===== config.mk =====
export PLATFORM = sky130hd
export DESIGN_NAME = vga_scan_engine
export DESIGN_NICKNAME = d
export VERILOG_FILES = /design/src/rtl/vga_pkg.sv /design/src/rtl/vga_pattern.sv /design/src/rtl/vga_scan_engine.sv
export SDC_FILE = /design/constraint.sdc
export NUM_CORES = 1
export LEC_CHECK = 0
export CELL_PAD_IN_SITES_DETAIL_PLACEMENT = 0
export CELL_PAD_IN_SITES_GLOBAL_PLACEMENT = 1
export CORE_ASPECT_RATIO = 1.4
export CORE_MARGIN = 2
export CORE_UTILIZATION = 35
export DETAILED_ROUTE_END_ITERATION = 10
export GPL_TIMING_DRIVEN = 1
export PLACE_DENSITY_LB_ADDON = 0.08
export SETUP_SLACK_MARGIN = 0.05
export SKIP_LAST_GASP = 1
export SLEW_MARGIN = 0
export SYNTH_ARGS = -nofsm -noshare
export SYNTH_HDL_FRONTEND = slang
export SYNTH_SLANG_ARGS = --single-unit

===== constraint.sdc =====
create_clock -name CLOCK -period 2.4 [get_ports CLOCK]
set_clock_uncertainty 0.1 [all_clocks]
set_input_delay 0.48 -clock CLOCK [delete_from_list [all_inputs] [get_ports CLOCK]]
set_output_delay 0.48 -clock CLOCK [all_outputs]
set_load 0.03 [all_outputs]

===== src/rtl/vga_pkg.sv =====
// Shared definitions for the VGA scan engine: default 640x480 timing, pattern
// mode encodings, RGB565 pixel type and the colour-bar palette.
package vga_pkg;

  localparam int PIX_W = 16;
  typedef logic [PIX_W-1:0] pix_t;

  localparam int DEF_H_SYNC   = 96;
  localparam int DEF_H_BACK   = 48;
  localparam int DEF_H_ACTIVE = 640;
  localparam int DEF_H_FRONT  = 16;
  localparam int DEF_V_SYNC   = 2;
  localparam int DEF_V_BACK   = 33;
  localparam int DEF_V_ACTIVE = 480;
  localparam int DEF_V_FRONT  = 10;

  typedef enum logic [1:0] {
    MODE_BLACK  = 2'd0,
    MODE_BARS   = 2'd1,
    MODE_GRID   = 2'd2,
    MODE_STREAM = 2'd3
  } mode_e;

  localparam pix_t BAR_WHITE   = 16'hFFFF;
  localparam pix_t BAR_YELLOW  = 16'hFFE0;
  localparam pix_t BAR_CYAN    = 16'h07FF;
  localparam pix_t BAR_GREEN   = 16'h07E0;
  localparam pix_t BAR_MAGENTA = 16'hF81F;
  localparam pix_t BAR_RED     = 16'hF800;
  localparam pix_t BAR_BLUE    = 16'h001F;
  localparam pix_t BAR_BLACK   = 16'h0000;

  // Bars run left to right in this order.
  function automatic pix_t bar_color(input logic [2:0] idx);
    pix_t c;
    case (idx)
      3'd0:    c = BAR_WHITE;
      3'd1:    c = BAR_YELLOW;
      3'd2:    c = BAR_CYAN;
      3'd3:    c = BAR_GREEN;
      3'd4:    c = BAR_MAGENTA;
      3'd5:    c = BAR_RED;
      3'd6:    c = BAR_BLUE;
      default: c = BAR_BLACK;
    endcase
    return c;
  endfunction

endpackage


===== src/rtl/vga_pattern.sv =====
// Combinational pixel source: selects black, colour bars, grid or the
// (already underrun-resolved) stream pixel according to the latched mode.
module vga_pattern
  import vga_pkg::*;
#(
  parameter int H_ACTIVE = DEF_H_ACTIVE,
  parameter int V_ACTIVE = DEF_V_ACTIVE,
  parameter int XW       = $clog2(DEF_H_ACTIVE),
  parameter int YW       = $clog2(DEF_V_ACTIVE)
) (
  input  logic [XW-1:0] x,
  input  logic [YW-1:0] y,
  input  logic [2:0]    bar_idx,
  input  mode_e         mode,
  input  pix_t          fg_color,
  input  pix_t          stream_pix,
  output pix_t          pix
);

  localparam logic [XW-1:0] X_LAST = XW'(H_ACTIVE - 1);
  localparam logic [YW-1:0] Y_LAST = YW'(V_ACTIVE - 1);

  logic grid_hit;

  // Grid lines every 16 pixels plus a closing border on the last column/row.
  assign grid_hit = (x[3:0] == 4'd0) || (y[3:0] == 4'd0) ||
                    (x == X_LAST) || (y == Y_LAST);

  always_comb begin
    pix = '0;
    case (mode)
      MODE_BLACK:  pix = '0;
      MODE_BARS:   pix = bar_color(bar_idx);
      MODE_GRID:   pix = grid_hit ? fg_color : '0;
      MODE_STREAM: pix = stream_pix;
      default:     pix = '0;
    endcase
  end

endmodule


===== src/rtl/vga_scan_engine.sv =====
// Parametrised VGA scan engine: raster counters, sync/DE generation, stream
// handshake with sticky underrun flag, and registered video outputs.
module vga_scan_engine
  import vga_pkg::*;
#(
  parameter int   H_SYNC      = DEF_H_SYNC,
  parameter int   H_BACK      = DEF_H_BACK,
  parameter int   H_ACTIVE    = DEF_H_ACTIVE,
  parameter int   H_FRONT     = DEF_H_FRONT,
  parameter int   V_SYNC      = DEF_V_SYNC,
  parameter int   V_BACK      = DEF_V_BACK,
  parameter int   V_ACTIVE    = DEF_V_ACTIVE,
  parameter int   V_FRONT     = DEF_V_FRONT,
  parameter logic HSYNC_POL   = 1'b0,
  parameter logic VSYNC_POL   = 1'b0,
  parameter pix_t UNDER_COLOR = 16'hF81F
) (
  input  logic                        CLOCK,
  input  logic                        RESET,
  input  logic [1:0]                  MODE,
  input  logic [PIX_W-1:0]            FG_COLOR,
  input  logic [PIX_W-1:0]            PIX_DATA,
  input  logic                        PIX_VALID,
  output logic                        PIX_READY,
  input  logic                        CLR_UNDER,
  output logic                        UNDERRUN,
  output logic                        FRAME_START,
  output logic                        VGA_HSYNC,
  output logic                        VGA_VSYNC,
  output logic                        VGA_DE,
  output logic [PIX_W-1:0]            VGAD,
  output logic [$clog2(H_ACTIVE)-1:0] PIX_X,
  output logic [$clog2(V_ACTIVE)-1:0] PIX_Y
);

  localparam int H_TOTAL = H_SYNC + H_BACK + H_ACTIVE + H_FRONT;
  localparam int V_TOTAL = V_SYNC + V_BACK + V_ACTIVE + V_FRONT;
  localparam int HCW     = $clog2(H_TOTAL + 1);
  localparam int VCW     = $clog2(V_TOTAL + 1);
  localparam int XW      = $clog2(H_ACTIVE);
  localparam int YW      = $clog2(V_ACTIVE);
  localparam int BAR_W   = H_ACTIVE / 8;
  localparam int BCW     = $clog2(BAR_W + 1);

  localparam logic [HCW-1:0] H_LAST    = HCW'(H_TOTAL - 1);
  localparam logic [HCW-1:0] H_SYNC_E  = HCW'(H_SYNC);
  localparam logic [HCW-1:0] H_ACT_BEG = HCW'(H_SYNC + H_BACK);
  localparam logic [HCW-1:0] H_ACT_END = HCW'(H_SYNC + H_BACK + H_ACTIVE);
  localparam logic [VCW-1:0] V_LAST    = VCW'(V_TOTAL - 1);
  localparam logic [VCW-1:0] V_SYNC_E  = VCW'(V_SYNC);
  localparam logic [VCW-1:0] V_ACT_BEG = VCW'(V_SYNC + V_BACK);
  localparam logic [VCW-1:0] V_ACT_END = VCW'(V_SYNC + V_BACK + V_ACTIVE);
  localparam logic [BCW-1:0] BAR_LAST  = BCW'(BAR_W - 1);

  logic [HCW-1:0] hc_q, hc_d;
  logic [VCW-1:0] vc_q, vc_d;
  mode_e          mode_q, mode_d;
  logic [BCW-1:0] bar_cnt_q, bar_cnt_d;
  logic [2:0]     bar_idx_q, bar_idx_d;

  logic           hsync_q, hsync_d;
  logic           vsync_q, vsync_d;
  logic           de_q, de_d;
  pix_t           vgad_q, vgad_d;
  logic [XW-1:0]  pix_x_q, pix_x_d;
  logic [YW-1:0]  pix_y_q, pix_y_d;
  logic           frame_start_q, frame_start_d;
  logic           underrun_q, underrun_d;

  logic           h_act, v_act, active, frame_origin;
  logic [XW-1:0]  x_cur;
  logic [YW-1:0]  y_cur;
  logic           pix_ready;
  logic           under_set;
  pix_t           stream_pix;
  pix_t           pattern_pix;

  assign h_act        = (hc_q >= H_ACT_BEG) && (hc_q < H_ACT_END);
  assign v_act        = (vc_q >= V_ACT_BEG) && (vc_q < V_ACT_END);
  assign active       = h_act && v_act;
  assign frame_origin = (hc_q == '0) && (vc_q == '0);
  assign x_cur        = XW'(hc_q - H_ACT_BEG);
  assign y_cur        = YW'(vc_q - V_ACT_BEG);

  // Stream handshake is combinational so the pixel accepted this cycle is
  // the one registered onto VGAD at the next edge.
  assign pix_ready  = active && (mode_q == MODE_STREAM);
  assign under_set  = pix_ready && !PIX_VALID;
  assign stream_pix = PIX_VALID ? PIX_DATA : UNDER_COLOR;
  assign PIX_READY  = pix_ready;

  always_comb begin
    hc_d = hc_q + 1'b1;
    vc_d = vc_q;
    if (hc_q == H_LAST) begin
      hc_d = '0;
      vc_d = (vc_q == V_LAST) ? '0 : vc_q + 1'b1;
    end
  end

  // Mode is frozen for the whole frame once captured at the raster origin.
  always_comb begin
    mode_d = frame_origin ? mode_e'(MODE) : mode_q;
  end

  // Bar index advances every BAR_W active pixels; cleared during blanking.
  always_comb begin
    bar_cnt_d = '0;
    bar_idx_d = '0;
    if (h_act) begin
      if (bar_cnt_q == BAR_LAST) begin
        bar_cnt_d = '0;
        bar_idx_d = bar_idx_q + 1'b1;
      end else begin
        bar_cnt_d = bar_cnt_q + 1'b1;
        bar_idx_d = bar_idx_q;
      end
    end
  end

  vga_pattern #(
    .H_ACTIVE (H_ACTIVE),
    .V_ACTIVE (V_ACTIVE),
    .XW       (XW),
    .YW       (YW)
  ) u_pattern (
    .x          (x_cur),
    .y          (y_cur),
    .bar_idx    (bar_idx_q),
    .mode       (mode_q),
    .fg_color   (FG_COLOR),
    .stream_pix (stream_pix),
    .pix        (pattern_pix)
  );

  always_comb begin
    hsync_d       = (hc_q < H_SYNC_E) ? HSYNC_POL : ~HSYNC_POL;
    vsync_d       = (vc_q < V_SYNC_E) ? VSYNC_POL : ~VSYNC_POL;
    de_d          = active;
    vgad_d        = active ? pattern_pix : '0;
    pix_x_d       = active ? x_cur : '0;
    pix_y_d       = active ? y_cur : '0;
    frame_start_d = frame_origin;
    // A new underrun wins over a simultaneous clear.
    underrun_d    = under_set || (underrun_q && !CLR_UNDER);
  end

  // Counter state -> registered pins (one cycle of latency).
  always_ff @(posedge CLOCK or posedge RESET) begin
    if (RESET) begin
      hc_q          <= '0;
      vc_q          <= '0;
      mode_q        <= MODE_BLACK;
      bar_cnt_q     <= '0;
      bar_idx_q     <= '0;
      hsync_q       <= ~HSYNC_POL;
      vsync_q       <= ~VSYNC_POL;
      de_q          <= 1'b0;
      vgad_q        <= '0;
      pix_x_q       <= '0;
      pix_y_q       <= '0;
      frame_start_q <= 1'b0;
      underrun_q    <= 1'b0;
    end else begin
      hc_q          <= hc_d;
      vc_q          <= vc_d;
      mode_q        <= mode_d;
      bar_cnt_q     <= bar_cnt_d;
      bar_idx_q     <= bar_idx_d;
      hsync_q       <= hsync_d;
      vsync_q       <= vsync_d;
      de_q          <= de_d;
      vgad_q        <= vgad_d;
      pix_x_q       <= pix_x_d;
      pix_y_q       <= pix_y_d;
      frame_start_q <= frame_start_d;
      underrun_q    <= underrun_d;
    end
  end

  assign VGA_HSYNC   = hsync_q;
  assign VGA_VSYNC   = vsync_q;
  assign VGA_DE      = de_q;
  assign VGAD        = vgad_q;
  assign PIX_X       = pix_x_q;
  assign PIX_Y       = pix_y_q;
  assign FRAME_START = frame_start_q;
  assign UNDERRUN    = underrun_q;

endmodule


==> impl_metrics.tcl <==
set metrics [dict create \
    async_flop_share_pct 100 \
    drc_errors 0 \
    final.min_clock_period_ps 2720 \
    tightest_slew_ps 1270 \
    antenna_left 0 \
    cts-root-buf "clkbuf_16" \
    routed_wl_mm 9.03 \
    path_clk_slew_ps 60 \
    worstSetupPathType "reg -> out" \
    syn_area_um2 3630 \
    seq_area_um2 1810 \
    synth_mux_area_share_pct 1.20 \
    cp.required_ps 1820 \
    grt_overflow 0 \
    cellLeakagePower_nw 2.41 \
    chipHeight_um 125 \
    drt_pre_antenna_iters 4 \
    worstSetupStartpointType "flip-flop" \
    synthFlopType "dfrtp_1" \
    syn_avg_cell_area_um2 9.96 \
    synth-seq-area-share_pct 49.6 \
    htreeDepth 3 \
    layout_commonest_cell "clkdlybuf4s50_1" \
    grt_first_pass_wirelength_mm 15.0 \
    cp.arrival_ps 2140 \
    ys_types 51 \
    cts_buffers 9 \
    max_freq_mhz 368 \
    track_usage_pct 16.9 \
    ir_drop_uv 386 \
    cts_tree "done" \
    initial_core_util_pct 35.5 \
    avgRoutedWirePerCell_um 14.4 \
    num_vias 2990 \
    synthesis.nets 418 \
    yosys_warnings 0 \
    die_w_um 90.1 \
    drive_above_1_share_pct 23.8 \
    syn_inst 365 \
    syn2layout_area_growth_pct 50.4 \
    fin_util_pct 53.4 \
    fin_crit_sh_pct 113 \
    yosys.area_share.simple_pct 21.9 \
    clockBufferDepth 2 \
    synth_compound_area_share_pct 8.85 \
    rsz0062_at_grt "true" \
    top_level_ports 79 \
    drv_slew 0 \
    hpwl_mm 6.40 \
    synth_edf_count 0 \
    crit_fanout 3 \
    hold_class "reg -> reg" \
    multi_input_area_um2 1860 \
    placed_cells 601 \
    maxCapViolations 0 \
    layout_common_cells "clkdlybuf4s50_1 (77), dfrtp_1 (68), nor2_1 (50), buf_4 (42)" \
    setup_viol 17 \
    stdcell_count 625 \
    timing.final.ws_setup_ps -319 \
    ys_ff_latch 72 \
    core_um2 10200 \
    clk_latency_ps 340 \
    viasPerCell 4.78 \
    num_antenna_cells 0 \
    io_buffers 78 \
    numClockSinks 72 \
    fp-row-count 44 \
    holdBufCountCts 0 \
    outcome "finished, violations left" \
    synth_xor_xnor_area_share_pct 7.47 \
    violations "negative setup slack" \
    hold_violations 0 \
    synthAdderAreaFrac_pct 5.16 \
    grt_max_degree 46 \
    drtIter0Drc 56 \
    fin_nets 535 \
    dieArea_um2 11200 \
    powerDensity_nw_per_um2 518 \
    slew_headroom_pct 14.3 \
    fillers 944 \
    place_congestion 0.789 \
    grt_pass1_vias 3087 \
    synth_top_family_by_area "simple AND/OR/NAND/NOR gates" \
    antenna_found_initial 0 \
    cp-end-kind "output port" \
]
[cell usage after synthesis, types with 3 or more instances]
cell,count,area [µm²]
nand3_1,29,145
or3_1,4,25.0
ha_1,15,188
or2_2,3,18.8
a21oi_1,7,35.0
o22ai_1,11,68.8
dfrtp_1,70,1750
mux2_2,3,33.8
nor3_1,3,15.0
buf_2,7,35.0
nand2b_1,8,50.1
and2_1,6,37.5
clkbuf_1,8,30.0
o21ai_0,14,70.1
nor4_1,4,25.0
nor2_1,50,188
inv_1,14,52.6
nand4_1,5,31.3
xor2_1,13,114
nor2b_1,3,18.8
nand2_1,28,105
xnor2_1,18,158
and3_1,5,31.3
buf_6,5,56.3
[where the power goes]
group,internal [W],total [W],switching [W]
combinational,0.0000691,0.000121,0.0000519
sequential,0.00122,0.00122,0.00000493
clock,0.000996,0.00149,0.000492
[routing by layer]
metal | up-vias | track usage (%) | part of all wire, %
met5 | - | 0 | 0
met4 | 0 | 7.15 | 1.8
met3 | 10 | 4.30 | 4.2
met2 | 74 | 29.0 | 52
met1 | 1440 | 20.1 | 42
li1 | 1466 | - | -
[stage by stage]
step / instance area (µm²) / setup TNS (ps) / setup WS [ps] / power (W) / hold slack, ps
floorplan: 3670 / -102 / -102 / 0.00128 / 324
global placement: 4820 / -442 / -48.3 / 0.00136 / 334
detailed placement: 4820 / -1050 / -81.2 / 0.00136 / 350
CTS: 5370 / -1020 / -346 / 0.00287 / 357
global route: 5470 / -3210 / -432 / 0.00294 / 375
finish: 5470 / -1360 / -319 / 0.00283 / 351
[cells by family after synthesis]
family	count (synthesis)
xor gates and xnor gates	31
adders and majority gates	15
buffers and inverters	38
and+or+nand+nor	159
muxes	4
AOI/OAI and AO/OA	46
DFF	72
[state kept, by name (all words and copies together) (netlist names)]
register,count
mode_q,2
UNDERRUN,1
vc_q,10
PIX_X,10
FRAME_START,1
hc_q,10
bar_cnt_q,7
PIX_Y,9
VGA_HSYNC,1
bar_idx_q,3
VGA_DE,1
VGAD,16
VGA_VSYNC,1
[critical path: stages, from the launching register on]
cell and delay [ps]:
dfrtp_1 380, or2_2 340, o41ai_4 360, o31ai_2 120, or2_4 280, clkinv_4 60, nand3_4 80, inv_4 70
buf_6 120
[area by class of cell]
| type | count | area share, % |
|---|---|---|
| Sequential cell | 72 | 33.1 |
| Clock buffer | 14 | 5.01 |
| Multi-Input combinational cell | 255 | 34.0 |
| Tap cell | 138 | 3.16 |
| Inverter | 15 | 1.24 |
| Clock inverter | 2 | 1.10 |
| Timing Repair Buffer | 129 | 22.5 |
[final timing paths]
check,start,end,slack (ps),cells after the start
min,bar_cnt_q[0],bar_cnt_q[0],350,1
max reg2reg,vc_q[3],VGAD[15],-120,11
min in group asynchronous,RESET,VGAD[9],450,3
max in group asynchronous,RESET,VGA_VSYNC,1430,3
max,vc_q[5],PIX_READY,-320,8
min reg2reg,bar_cnt_q[0],bar_cnt_q[0],350,1
[repair_timing]
item | in CTS | in global routing
hold endpoints to repair | 0 | 0
setup buffers | 6 | 4
pin swaps | 5 | 26
resized for setup | 30 | 25
endpoints found under the setup margin | 17 | 18
cloned | 1 | 0
Note: power is estimated with default switching activity, not from simulation.
